`config.mk`:
```
export PLATFORM = sky130hd
export DESIGN_NAME = axi_read_arbiter
export DESIGN_NICKNAME = d
export VERILOG_FILES = /design/src/rtl/axi_arb_pkg.sv /design/src/rtl/rr_pick.sv /design/src/rtl/axi_read_arbiter.sv
export SDC_FILE = /design/constraint.sdc
export NUM_CORES = 1
export LEC_CHECK = 0
export ABC_AREA = 1
export BUFFER_PORTS_ARGS = -buffer_cell sky130_fd_sc_hd__buf_2
export CORE_ASPECT_RATIO = 0.9
export CORE_MARGIN = 2
export CORE_UTILIZATION = 41
export CTS_BUF_LIST = sky130_fd_sc_hd__clkbuf_4 sky130_fd_sc_hd__clkbuf_8
export DETAILED_ROUTE_END_ITERATION = 12
export MAX_ROUTING_LAYER = met4
export PLACE_DENSITY = 0.89
export SLEW_MARGIN = 20
export SYNTH_ARGS = -nofsm -noshare
export SYNTH_HDL_FRONTEND = slang
export SYNTH_SLANG_ARGS = --single-unit
```
`constraint.sdc`:
```
create_clock -name axi_clk -period 1.47 [get_ports axi_clk]
set_input_delay 0.147 -clock axi_clk [delete_from_list [all_inputs] [get_ports axi_clk]]
set_output_delay 0.147 -clock axi_clk [all_outputs]
set_load 0.1 [all_outputs]
```
`src/rtl/axi_arb_pkg.sv`:
```
// Shared types and helpers for the AXI read arbiter.
package axi_arb_pkg;

    typedef enum logic [1:0] {
        S_IDLE   = 2'd0,
        S_ACCEPT = 2'd1,
        S_ADDR   = 2'd2,
        S_DATA   = 2'd3
    } e_arb_state;

    // Upper bound on requesters; callers size-cast the one-hot result down.
    localparam int MAX_MASTERS = 32;

    // One-hot vector with bit idx set, provided idx addresses one of n requesters.
    function automatic logic [MAX_MASTERS-1:0] onehot(input int idx, input int n);
        logic [MAX_MASTERS-1:0] v;
        v = '0;
        for (int i = 0; i < MAX_MASTERS; i++) begin
            v[i] = (i == idx) && (i < n);
        end
        return v;
    endfunction

endpackage

```
`src/rtl/rr_pick.sv`:
```
// Round-robin picker: first asserted request strictly after ptr, wrapping.
module rr_pick #(
    parameter int N     = 2,
    parameter int IDX_W = 1
) (
    input  logic [N-1:0]     req,
    input  logic [IDX_W-1:0] ptr,
    output logic             any,
    output logic [IDX_W-1:0] idx
);

    logic [IDX_W:0] sum;

    // Scan ptr+1, ptr+2 ... ptr+N (mod N); the first hit wins.
    always_comb begin
        any = 1'b0;
        idx = '0;
        sum = '0;
        for (int k = 1; k <= N; k++) begin
            sum = {1'b0, ptr} + (IDX_W+1)'(k);
            if (sum >= (IDX_W+1)'(N)) begin
                sum = sum - (IDX_W+1)'(N);
            end
            if (!any && req[sum[IDX_W-1:0]]) begin
                any = 1'b1;
                idx = sum[IDX_W-1:0];
            end
        end
    end

endmodule

```
`src/rtl/axi_read_arbiter.sv`:
```
// Round-robin arbiter sharing one AXI4 read port among NUM_MASTERS requesters.
// One read outstanding at a time; R channel is passed through combinationally.
module axi_read_arbiter
    import axi_arb_pkg::*;
#(
    parameter int NUM_MASTERS = 2,
    parameter int ADDR_WIDTH  = 32,
    parameter int DATA_WIDTH  = 32,
    localparam int IDX_W      = (NUM_MASTERS > 1) ? $clog2(NUM_MASTERS) : 1
) (
    input  logic                              axi_clk,
    input  logic                              axi_reset,
    input  logic [NUM_MASTERS*ADDR_WIDTH-1:0] up_araddr,
    input  logic [NUM_MASTERS-1:0]            up_arvalid,
    output logic [NUM_MASTERS-1:0]            up_arready,
    output logic [DATA_WIDTH-1:0]             up_rdata,
    output logic                              up_rlast,
    output logic [NUM_MASTERS-1:0]            up_rvalid,
    input  logic [NUM_MASTERS-1:0]            up_rready,
    output logic [ADDR_WIDTH-1:0]             axi_araddr,
    output logic                              axi_arvalid,
    input  logic                              axi_arready,
    input  logic [DATA_WIDTH-1:0]             axi_rdata,
    input  logic                              axi_rlast,
    input  logic                              axi_rvalid,
    output logic                              axi_rready,
    output logic [IDX_W-1:0]                  grant_idx
);

    e_arb_state             state_q;
    logic [NUM_MASTERS-1:0] arready_q;
    logic                   arvalid_q;
    logic [ADDR_WIDTH-1:0]  araddr_q;
    logic [IDX_W-1:0]       grant_q;
    logic [IDX_W-1:0]       rr_ptr_q;

    logic                   pick_any;
    logic [IDX_W-1:0]       pick_idx;
    logic [NUM_MASTERS-1:0] grant_oh;
    logic [ADDR_WIDTH-1:0]  addr_arr [NUM_MASTERS];

    // Unpack the flat address bus so the granted address can be selected by index.
    generate
        for (genvar gi = 0; gi < NUM_MASTERS; gi++) begin : g_addr
            assign addr_arr[gi] = up_araddr[gi*ADDR_WIDTH +: ADDR_WIDTH];
        end
    endgenerate

    rr_pick #(
        .N     (NUM_MASTERS),
        .IDX_W (IDX_W)
    ) u_pick (
        .req (up_arvalid),
        .ptr (rr_ptr_q),
        .any (pick_any),
        .idx (pick_idx)
    );

    assign grant_oh = NUM_MASTERS'(onehot(int'(grant_q), NUM_MASTERS));

    // Arbitration / address FSM; all handshake outputs are registered here.
    always_ff @(posedge axi_clk) begin
        if (axi_reset) begin
            state_q   <= S_IDLE;
            arready_q <= '0;
            arvalid_q <= 1'b0;
            araddr_q  <= '0;
            grant_q   <= '0;
            rr_ptr_q  <= IDX_W'(NUM_MASTERS - 1);
        end else begin
            case (state_q)
                S_IDLE: begin
                    if (pick_any) begin
                        grant_q   <= pick_idx;
                        arready_q <= NUM_MASTERS'(onehot(int'(pick_idx), NUM_MASTERS));
                        state_q   <= S_ACCEPT;
                    end else begin
                        arready_q <= '0;
                    end
                end
                S_ACCEPT: begin
                    // A requester withdrawing arvalid is dropped without moving rr_ptr.
                    arready_q <= '0;
                    if (up_arvalid[grant_q] && arready_q[grant_q]) begin
                        araddr_q  <= addr_arr[grant_q];
                        arvalid_q <= 1'b1;
                        state_q   <= S_ADDR;
                    end else begin
                        state_q   <= S_IDLE;
                    end
                end
                S_ADDR: begin
                    if (arvalid_q && axi_arready) begin
                        arvalid_q <= 1'b0;
                        state_q   <= S_DATA;
                    end
                end
                S_DATA: begin
                    if (axi_rvalid && axi_rready && axi_rlast) begin
                        rr_ptr_q <= grant_q;
                        state_q  <= S_IDLE;
                    end
                end
                default: state_q <= S_IDLE;
            endcase
        end
    end

    // R channel routed to the granted requester only while a read is in flight.
    always_comb begin
        up_rvalid  = '0;
        axi_rready = 1'b0;
        if (state_q == S_DATA) begin
            up_rvalid  = axi_rvalid ? grant_oh : '0;
            axi_rready = up_rready[grant_q];
        end
    end

    assign up_arready  = arready_q;
    assign up_rdata    = axi_rdata;
    assign up_rlast    = axi_rlast;
    assign axi_araddr  = araddr_q;
    assign axi_arvalid = arvalid_q;
    assign grant_idx   = grant_q;

endmodule

```
# Yosys cells after proc, flatten, opt, wreduce, memory -nomap -nowiden
# Index checks and enable logic that the tools add are counted.
# op_classes
add_sub_neg	4
n_lt_le_gt_ge	6
eq_ne	7
mux	32
n_bitwise	3
reduce_logical	14
# op_table
op	count
$mux W32	3
$mux W1	19
$mux W2	7
$ne A2 B2 Y1 const B	4
$pmux W2 S4	1
$ge A2 B2 Y1 const B	3
$lt A1 B2 Y1 const B	3
$reduce_and A2 Y1	3
$reduce_and A3 Y1	2
$logic_and A1 B1 Y1	5
$eq A2 B2 Y1 const B	2
$pmux W2 S2	1
$reduce_bool A2 Y1	2
$add A1 B1 Y2 const B	1
$add A1 B2 Y2 const B	1
$eq A2 B1 Y1 const B	1
$logic_not A2 Y1	1
$not A1 Y1	2
$not A1 Y2	1
$pmux W1 S2	1
$sub A1 B1 Y1 const B	2
$logic_not A1 Y1	1
# word_totals
reg_bits	39
in_bits	105
output_inout_bits	72
wordCells	72

# Longest topological paths before layout
# depth
depth_word	12
depth_mapped	8
depth_no_buf	6

# Cells and area by module
# From an unflattened synthesis, not the netlist that was laid out.
# unflattened
hier_cells	332
area_unflattened_um2	2194.6
# by_module_without_submodules
mod	instances	cells_per_inst	area_each_um2	seq_area_each_um2
axi_read_arbiter	1	329	2179.6	780.7
rr_pick	1	3	15.0	0.0

# Worst setup path before layout
# Ideal clock, no wire load.
# synth_timing
path_type	flip-flop to output port
startpoint	register grant_q, in the netlist grant_idx
endpoint	output port up_rvalid[1]
t_arrival_ns	3.455
t_required_ns	1.323
path_slack_ns	-2.132
path_stages_with_launch	4
path_buffers	1
path_cell_list	dfxtp_1 > inv_2 > clkbuf_1 > nor3_1
# synth_between
elab_chain_cells	2
# synth_lines
element	line_no	rtl
start: declaration	axi_read_arbiter.sv:34	logic [IDX_W-1:0] grant_q;
start signal: assignment	axi_read_arbiter.sv:74	grant_q <= pick_idx;
$mux W2	axi_read_arbiter.sv:114	up_rvalid = axi_rvalid ? grant_oh : '0;
$mux W2	axi_read_arbiter.sv:113	if (state_q == S_DATA) begin
end: declaration	axi_read_arbiter.sv:18	output logic [NUM_MASTERS-1:0] up_rvalid,
# No other way between the ends.

# Worst setup path in the final report
# layout_timing
startpoint	register grant_q, in the netlist grant_idx
endpoint	output port axi_rready
# layout_between
elab_chain_cells	3
# layout_lines
element	line_no	rtl
$mux W1 (implied by the code) (2 in series)	axi_read_arbiter.sv:115	axi_rready = up_rready[grant_q];
$mux W1	axi_read_arbiter.sv:113	
end: declaration	axi_read_arbiter.sv:26	output logic axi_rready,
# No other way between the ends. The select of a mux whose other input is x is not followed.

==> metrics.csv <==
stage,metric,value,unit
sta,RSZ-0062 raised after global routing,no,
logic_synthesis,"Seq/Total Area, Yosys",33.9,%
power,sequential share of power,35.7,%
power,Int Power,0.00196,W
sta,Slew Limit Headroom,67.0,%
clock_tree,clock root cell,clkbuf_8,
route,1st-iter DRT viols,95,
finish,Layout Utilization,55.6,%
logic_synthesis,Yosys cell types,15,
global_routing,largest net degree at the start of global routing,35,
global_routing,global-route wire length before repair,8.94,mm
finish,most frequent cells in the layout,"nand2_1, buf_2, nor2_1, inv_1, dfxtp_1",
worst_setup_path,CP max stage delay,0.41,ns
clock_tree,CTS sink count,39,
worst_hold_path,worst min path class,in -> reg,
power,clock share of power,23.3,%
job,Max-Cap Viols,0,
power,Switching Share,42.4,%
logic_synthesis,Synth Warn #,0,
logic_synthesis,mapped cell area,2300,µm²
placement,port bufs,112,
sta,f_max,709,MHz
placement,Final HPWL DP,4.06,mm
global_routing,GRT overflow,0,
global_routing,gr usage total,18.0,%
placement,Placed Area,2790,µm²
route,DRC viols,0,
sta,Final Cycle Share,96.0,%
sta,Final Hold Viols,0,
route,WL/cell,9.94,µm
route,TritonRoute pass-1 iters,5,
worst_setup_path,Required @ worst endpoint,1.32,ns
logic_synthesis,Mapped Cells,394,
power,worst-case vdd ir drop,0.000723,V
sta,setup clock skew after layout,0.00499,ns
status,status,"complete, no violations",
floorplan,die area,6230,µm²
finish,Layout Cell Area excl Fill,2970,µm²
finish,n_diodes,0,
worst_setup_path,CP arrival,1.26,ns
floorplan,IO Count,177,
worst_setup_path,Critical Path End Type,output pin,
placement,GPL Wtd Cong,0.856,
route,post-detailed-route count of antenna-violating nets,0,
logic_synthesis,Seq cells post-synth,39,
clock_tree,clk_lat worst skew,0.28,ns
sta,Slew Limit Fails,0,
global_routing,initial antenna violation count,0,
floorplan,Initial Util,43.0,%
power,Pleak,1.84,nW
route,via/cell ratio,4.36,
logic_synthesis,syn_area_per_cell,5.84,µm²
floorplan,core area,5350,µm²
global_routing,via count of the first global-routing pass,2068,
clock_tree,"Clk pin slew, worst setup/hold paths",0.07,ns
sta,Slew @ Worst Pin,0.498,ns
finish,"commonest non-fill, non-tap cell in the layout",nand2_1,
worst_setup_path,slowest CP cell,dfxtp_4,
sta,min Tclk post-route,1.41,ns
sta,Final Setup Violations,0,
worst_setup_path,crit-path most repeated cell,buf_12,
clock_tree,CTS tree,yes,
worst_setup_path,Crit Path Max Fanout,10,
route,final WL,5.38,mm
finish,register area,792,µm²
finish,layout cells sized above 1,30.8,%
floorplan,DIE HEIGHT,75.1,µm
floorplan,Die Wd,83.0,µm
route,total vias in the final route,2360,
worst_setup_path,WS Path Type,reg -> out,
worst_setup_path,CP Launch Type,flop,
worst_setup_path,crit path cell chain,buf_12 > nand2_4 > a21oi_4 > buf_12,
power,Comb power frac,41.1,%
power,PD cells,1140,nW/µm²
clock_tree,Clock Path Buffers,2,
clock_tree,CTS Buf Count,5,
floorplan,Rows,25,
finish,nets@finish,578,
logic_synthesis,post-synthesis net count,499,
clock_tree,maximum level of the CTS H-tree,2,
finish,Area Overhead vs Synth,29.3,%
finish,fillers,521,
power,P_sw,0.00144,W
finish,area of the multi-input gates,1070,µm²
-- flip-flops by register name, indices dropped and copies added, names as in the netlist, named ones only --
signal       cells
axi_araddr      32
axi_arvalid      1
grant_idx        1
rr_ptr_q         1
state_q          1
up_arready       2
-- cell type report --
| class | count | share of cell area [%] |
|---|---|---|
| flip-flops and latches | 39 | 26.6 |
| well taps | 67 | 2.82 |
| clock buffers | 8 | 3.49 |
| multi-input cells | 266 | 36.1 |
| inverters | 38 | 5.22 |
| repair buffers | 123 | 25.7 |
-- cells in the mapped netlist --
library cell    n  area, µm²
a21oi_1         6       30.0
buf_2           7       35.0
buf_4          36        270
buf_6           2       22.5
clkbuf_1        6       22.5
clkinv_1        1       3.75
dfxtp_1        39        781
inv_1          35        131
inv_2           2       7.51
nand2_1       180        676
nand3_1         7       35.0
nand3_2         1       10.0
nor2_1         68        255
nor2_2          1       6.26
nor3_1          3       15.0
-- critical path, delay by kind of cell (launching register included) --
| family | cells | cell delay [ns] |
|---|---|---|
| AND/OR/NAND/NOR | 1 | 0.06 |
| AO/OA/AOI/OAI | 1 | 0.16 |
| buffers and inverters | 2 | 0.34 |
| flip-flops | 1 | 0.41 |
-- per-layer routing --
layer / GRT usage [%] / share of wire, % / up-vias
met5: - / 0 / -
met4: 5.46 / 0.67 / 0
met3: 4.17 / 7.6 / 8
met2: 34.1 / 49 / 86
met1: 18.9 / 43 / 995
li1: - / - / 1271
-- what timing repair did --
item	4_1_cts	5_1_grt
setup buffers	0	2
hold buffers	0	0
pin swaps	1	1
gates cloned	1	0
gates resized for setup	7	4
endpoints found under the hold margin	0	0
setup endpoints to repair	3	3
-- kinds of logic after synthesis --
group,Yosys count,share of synthesized area (%)
flops,39,33.9
buf+inv,89,21.4
compound gates,6,1.31
simple gates,260,43.3
-- power by group through the flow --
stage / logic [W] / registers [W] / clock network [W]
5_1_grt: 0.00151 / 0.00123 / 0.000881
3_3_place_gp: 0.00132 / 0.00122 / 0
3_5_place_dp: 0.00135 / 0.00123 / 0
2_1_floorplan: 0.000887 / 0.00183 / 0
6_report: 0.00140 / 0.00121 / 0.000791
4_1_cts: 0.00139 / 0.00121 / 0.000835
-- through the flow --
stage | TNS, ns | std cells | setup slack (ns) | total power (W) | hold WS, ns
floorplan | -0.653 | 394 | -0.253 | 0.00271 | 0.209
global placement | 0 | 530 | 0.211 | 0.00255 | 0.295
detailed placement | 0 | 530 | 0.145 | 0.00258 | 0.295
CTS | 0 | 539 | 0.00933 | 0.00344 | 0.0725
global route | 0 | 541 | 0.00653 | 0.00362 | 0.0782
finish | 0 | 541 | 0.0590 | 0.00340 | 0.0886
-- worst paths after layout --
kind,start,to,slack [ns],depth (start not counted)
setup / recovery,grant_idx$_SDFFE_PP0P_,axi_rready,0.06,4
hold / removal,axi_reset,up_arready[1]$_SDFFE_PP0P_,0.09,2
setup reg to reg,grant_idx$_SDFFE_PP0P_,axi_araddr[2]$_SDFFE_PP0P_,0.25,7
hold reg to reg,up_arready[1]$_SDFFE_PP0P_,up_arready[1]$_SDFFE_PP0P_,0.47,2
Note: power is estimated with default switching activity, not from simulation.
